--- src/rtl/alu_seq_pkg.sv ---
// rtl/alu_seq_pkg.sv - shared types for the ALU operation sequencer
//
// Purpose: ALU select encoding and sequencer FSM state encoding.
// Ports:   none (package).

package alu_seq_pkg;

  typedef enum logic [2:0] {
    ALU_ZERO  = 3'd0,
    ALU_ADD   = 3'd1,
    ALU_SUB   = 3'd2,
    ALU_PASSA = 3'd3,
    ALU_XOR   = 3'd4,
    ALU_OR    = 3'd5,
    ALU_AND   = 3'd6,
    ALU_INCA  = 3'd7
  } alu_op_e;

  typedef enum logic [1:0] {
    S_IDLE = 2'd0,
    S_EXEC = 2'd1,
    S_RESP = 2'd2
  } seq_state_e;

endpackage

--- src/rtl/seq_regfile.sv ---
// rtl/seq_regfile.sv - NREGS x WIDTH register file, register 0 hardwired to zero
//
// Purpose: operand storage for the sequencer; two asynchronous read ports,
//          one synchronous write port, asynchronous active-low clear.
// Ports:
//   clk      in   1      write clock
//   rst_n    in   1      asynchronous active-low clear of all entries
//   raddr_a  in   RW     read port A address
//   rdata_a  out  WIDTH  read port A data (combinational)
//   raddr_b  in   RW     read port B address
//   rdata_b  out  WIDTH  read port B data (combinational)
//   we       in   1      write enable
//   waddr    in   RW     write address (writes to 0 are discarded)
//   wdata    in   WIDTH  write data

module seq_regfile #(
  parameter  int WIDTH = 3,
  parameter  int NREGS = 8,
  localparam int RW    = $clog2(NREGS)
) (
  input  logic             clk,
  input  logic             rst_n,
  input  logic [RW-1:0]    raddr_a,
  output logic [WIDTH-1:0] rdata_a,
  input  logic [RW-1:0]    raddr_b,
  output logic [WIDTH-1:0] rdata_b,
  input  logic             we,
  input  logic [RW-1:0]    waddr,
  input  logic [WIDTH-1:0] wdata
);

  logic [WIDTH-1:0] mem [NREGS];

  always_ff @(posedge clk or negedge rst_n) begin
    if (!rst_n) begin
      for (int i = 0; i < NREGS; i++) begin
        mem[i] <= '0;
      end
    end else if (we && (waddr != '0)) begin
      mem[waddr] <= wdata;
    end
  end

  // Entry 0 is never written, but the read mux still forces zero so the
  // constant does not depend on the write guard above.
  assign rdata_a = (raddr_a == '0) ? '0 : mem[raddr_a];
  assign rdata_b = (raddr_b == '0) ? '0 : mem[raddr_b];

endmodule

--- src/rtl/alu_op_sequencer.sv ---
// rtl/alu_op_sequencer.sv - command-side initiator for the 3-op-select combinational ALU
//
// Purpose: accepts an ALU command, fetches operands from the local register
//          file, presents Sel/A/B to the external ALU, captures Q one cycle
//          later, writes it back and returns it on the response channel.
// Ports:
//   Clk, Reset_n            clock, asynchronous active-low reset
//   CmdValid/CmdReady       command handshake
//   CmdOp, CmdRa, CmdRb,    ALU select, source A, source B, destination,
//   CmdRd, CmdImmEn, CmdImm immediate-enable and immediate B operand
//   AluSel, AluA, AluB      registered ALU inputs
//   AluQ                    combinational ALU result
//   RspValid/RspReady       response handshake
//   RspData, RspRd          captured result and its destination register

module alu_op_sequencer
  import alu_seq_pkg::*;
#(
  parameter  int WIDTH = 3,
  parameter  int NREGS = 8,
  localparam int RW    = $clog2(NREGS)
) (
  input  logic             Clk,
  input  logic             Reset_n,
  input  logic             CmdValid,
  output logic             CmdReady,
  input  logic [2:0]       CmdOp,
  input  logic [RW-1:0]    CmdRa,
  input  logic [RW-1:0]    CmdRb,
  input  logic [RW-1:0]    CmdRd,
  input  logic             CmdImmEn,
  input  logic [WIDTH-1:0] CmdImm,
  output logic [2:0]       AluSel,
  output logic [WIDTH-1:0] AluA,
  output logic [WIDTH-1:0] AluB,
  input  logic [WIDTH-1:0] AluQ,
  output logic             RspValid,
  input  logic             RspReady,
  output logic [WIDTH-1:0] RspData,
  output logic [RW-1:0]    RspRd
);

  seq_state_e       state_q, state_d;
  alu_op_e          sel_q;
  logic [WIDTH-1:0] a_q, b_q;
  logic [RW-1:0]    rd_q;
  logic [WIDTH-1:0] rsp_data_q;
  logic [RW-1:0]    rsp_rd_q;
  logic [WIDTH-1:0] rf_a, rf_b;
  logic             accept;
  logic             rf_we;

  seq_regfile #(
    .WIDTH (WIDTH),
    .NREGS (NREGS)
  ) u_rf (
    .clk     (Clk),
    .rst_n   (Reset_n),
    .raddr_a (CmdRa),
    .rdata_a (rf_a),
    .raddr_b (CmdRb),
    .rdata_b (rf_b),
    .we      (rf_we),
    .waddr   (rd_q),
    .wdata   (AluQ)
  );

  assign accept = CmdValid && (state_q == S_IDLE);
  // Write-back happens on the EXEC->RESP edge, so the register file is
  // already updated by the time CmdReady returns: no forwarding needed.
  assign rf_we  = (state_q == S_EXEC);

  always_ff @(posedge Clk or negedge Reset_n) begin
    if (!Reset_n) begin
      state_q <= S_IDLE;
    end else begin
      state_q <= state_d;
    end
  end

  always_comb begin
    state_d = state_q;
    case (state_q)
      S_IDLE:  if (CmdValid) state_d = S_EXEC;
      S_EXEC:  state_d = S_RESP;
      S_RESP:  if (RspReady) state_d = S_IDLE;
      default: state_d = S_IDLE;
    endcase
  end

  // Operand registers only load on accept, so the ALU inputs hold their
  // last value while the sequencer is idle or waiting on the consumer.
  always_ff @(posedge Clk or negedge Reset_n) begin
    if (!Reset_n) begin
      sel_q <= ALU_ZERO;
      a_q   <= '0;
      b_q   <= '0;
      rd_q  <= '0;
    end else if (accept) begin
      sel_q <= alu_op_e'(CmdOp);
      a_q   <= rf_a;
      b_q   <= CmdImmEn ? CmdImm : rf_b;
      rd_q  <= CmdRd;
    end
  end

  always_ff @(posedge Clk or negedge Reset_n) begin
    if (!Reset_n) begin
      rsp_data_q <= '0;
      rsp_rd_q   <= '0;
    end else if (state_q == S_EXEC) begin
      rsp_data_q <= AluQ;
      rsp_rd_q   <= rd_q;
    end
  end

  assign CmdReady = (state_q == S_IDLE);
  assign RspValid = (state_q == S_RESP);
  assign AluSel   = sel_q;
  assign AluA     = a_q;
  assign AluB     = b_q;
  assign RspData  = rsp_data_q;
  assign RspRd    = rsp_rd_q;

endmodule

--- config.mk ---
export PLATFORM = sky130hd
export DESIGN_NAME = alu_op_sequencer
export DESIGN_NICKNAME = d
export VERILOG_FILES = /design/src/rtl/alu_seq_pkg.sv /design/src/rtl/seq_regfile.sv /design/src/rtl/alu_op_sequencer.sv
export SDC_FILE = /design/constraint.sdc
export NUM_CORES = 1
export LEC_CHECK = 0
export ABC_AREA = 1
export BUFFER_PORTS_ARGS = -buffer_cell sky130_fd_sc_hd__buf_4
export CAP_MARGIN = 5
export CELL_PAD_IN_SITES_DETAIL_PLACEMENT = 0
export CELL_PAD_IN_SITES_GLOBAL_PLACEMENT = 1
export CORE_ASPECT_RATIO = 1.25
export CORE_UTILIZATION = 40
export CTS_BUF_LIST = sky130_fd_sc_hd__clkbuf_4 sky130_fd_sc_hd__clkbuf_8 sky130_fd_sc_hd__clkbuf_16
export CTS_CLUSTER_SIZE = 24
export DETAILED_ROUTE_END_ITERATION = 8
export GPL_TIMING_DRIVEN = 0
export PLACE_DENSITY = 0.88
export SETUP_SLACK_MARGIN = 0.1
export SLEW_MARGIN = 5
export SYNTH_ARGS = -nofsm -noshare
export SYNTH_HDL_FRONTEND = slang
export SYNTH_SLANG_ARGS = --single-unit
--- constraint.sdc ---
create_clock -name Clk -period 3.24 [get_ports Clk]
set_input_delay 0.486 -clock Clk [delete_from_list [all_inputs] [get_ports Clk]]
set_output_delay 0.486 -clock Clk [all_outputs]
set_load 0.01 [all_outputs]
==> results.yml <==
finish:
  syn_to_final_growth_pct: 21.76
  antenna_cells: 0
  design_area_mm2: 0.002479
  layout.cells.non_filler: 370
  layout-drive-gt1-share_pct: 20.65
  final_net_count: 333
  final_cell_mix: "nand2_1 (99), dfrtp_1 (41), buf_4 (39), inv_1 (22), o21ai_0 (22)"
  utilization_pct: 51.64
  final_common_cell: "nand2_1"
route:
  drtIter0Drc: 82
  drc_errors: 0
  vias: 1777
  antenna_left: 0
  wl_per_cell_um: 12.52
  wl_um: 4633
  via_per_inst: 4.803
  dr.pass1.iters: 4
clock_network:
  clkLatencyLatePin_ns: 0.29
  ctsHoldBuffers: 0
  cts_made_buffers: 5
  clkTransAtPathRegs_ns: 0.08
  cts_root_buffer: "clkbuf_8"
  cts_max_path_buffers: 2
  cts_setup_buffers: 0
  cts_resized: 0
  cts_tree: "yes"
  cts_htree_levels: 2
  cts.sinks: 41
timing:
  timing.setup.tns_ns: 0
  setup_slack_ns: 1.768
  holdWs_ns: 0.1573
  slew_violations: 0
  period_share_pct: 45.44
  slew-limit-headroom_pct: 65.92
  rsz0062_at_grt: "no"
  setup_viol: 0
  period_needed_ns: 1.472
  hold_violations: 0
  max_freq_ghz: 0.6792
  finClkSkew_ns: 0.006377
  worst_pin_slew_ns: 0.5112
setup_path:
  r2r-start: "state_q[0]"
  worstSetupPathType: "flop to output port"
  worstRegToRegCells: 6
  path_buf_inv: 1
  slowest_delay_ns: 0.42
  cp_num_cells: 2
  crit_chain: "nor2_1, buf_4"
  reg2reg_slack_ns: 1.96
  reg2reg_to: "AluA[0]"
  crit_fanout: 4
  cp-start-kind: "flop"
  cpMaxStageDelayCell: "dfrtp_1"
  crit_required_ns: 2.75
  cp.arrival_ns: 0.99
  crit_path_end_kind: "output port"
  path_delay_family: "flip-flops"
power:
  vdd_drop_max_v: 0.0005011
  pwr-share-seq_pct: 45.5
  p_sw_mw: 0.8064
  clockPowerShare_pct: 16.5
  combPwrFrac_pct: 38.0
  p_leak_nw: 1.309
  power_density_mw_per_mm2: 840.1
  intPower_mw: 1.276
  sw_frac_of_total_pct: 38.73
  report.power.total_mw: 2.082
flow_run:
  maxCapViolCount: 0
placement:
  dp_hpwl_um: 3557
  post-place-cells: 363
  gp_congestion: 0.7875
  io_buffers: 37
  placed_area_mm2: 0.002389
  place_ws_ns: 1.860
global_route:
  gr-total-overflow: 0
  grt_max_degree: 42
  grt_pass1_wl_um: 7458
  antenna_found_initial: 0
  met3_usage_pct: 3.333
  grt_usage_pct: 18.77
  met1_usage_pct: 24.51
  busiest_layer: "met2"
  use_met2_pct: 31.12
  grt_pass1_vias: 1567
logic_synthesis:
  synth_cell_types: 20
  yosysWarnings: 0
  ys_ff_latch: 41
  syn_avg_cell_area_um2: 7.653
  syn_inst: 266
  seq_area_frac_synth_pct: 50.40
  syn_area_mm2: 0.002036
  syn_nets: 289
status:
  status: "completed"
die:
  ios: 40
  rows: 28
  initial_core_util_pct: 42.41
  die_w_um: 65.81
  die-area_mm2: 0.005380
  die_h_um: 81.76
  core_mm2: 0.004800
hold_path:
  hold_path_class: "input port to async pin"
==> power groups by stage <==
stage	combinational (mW)	sequential, mW	clock [mW]
2_1_floorplan	0.461	0.951	0
3_3_place_gp	0.787	0.951	0
3_5_place_dp	0.800	0.956	0
4_1_cts	0.803	0.947	0.351
5_1_grt	0.904	0.984	0.374
6_report	0.791	0.947	0.344
==> how the worst max path moves through the flow <==
stage                from        to  slack [ns]
2_1_floorplan    CmdRb[0]   AluB[2]        2.03
3_3_place_gp     CmdRb[0]   AluB[2]        1.86
3_5_place_dp     CmdRb[0]   AluB[2]        1.86
4_1_cts        state_q[0]  CmdReady        1.75
5_1_grt        state_q[0]  CmdReady        1.70
6_report       state_q[0]  CmdReady        1.77
==> cells by family after synthesis <==
group	synth area share (%)
AOI/OAI and AO/OA	11.06
buffers and inverters	7.498
DFF	50.40
and+or+nand+nor	31.04
==> cells in the mapped netlist (all sizes together) <==
cell      n  area share [%]
inv      29             5.3
o211ai    4             1.5
nor2     18             3.4
dfrtp    41              50
nand2   101              19
nor3      3             2.4
nand3    17             4.2
nand3b    1            0.37
clkinv    1            0.25
clkbuf    1            0.18
o21ai    31             7.6
a21oi     8             2.0
nand4     5             1.5
buf       6             1.7
==> layout make-up <==
| type | instances | area [µm²] |
|---|---|---|
| Tap cell | 60 | 75.07 |
| Fill cell | 504 | 2321 |
| Sequential cell | 41 | 1026 |
| Timing Repair Buffer | 37 | 277.8 |
| Buffer | 7 | 38.79 |
| Clock buffer | 7 | 90.09 |
| Multi-Input combinational cell | 188 | 857.1 |
| Inverter | 30 | 113.9 |
==> state kept, by name, summed over array words and instances, names as in the netlist <==
name / cells
u_rf.mem: 21
AluA: 3
AluB: 3
AluSel: 3
RspData: 3
RspRd: 3
rd_q: 3
state_q: 2
==> worst reg2reg max path, stage by stage, from the launching register on <==
cell,delay [ns]
dfrtp_1,0.42
nor2_1,0.15
nand2_1,0.13
inv_2,0.14
buf_4,0.20
nand3_1,0.13
nand2_1,0.08
==> per-layer routing <==
layer  vias to the layer above  routed length [µm]
met5                         -                   0
met4                         0                  76
met3                         7                 140
met2                        32                2242
met1                       799                2174
li1                        939                   -
(Power assumes the default switching activity.)
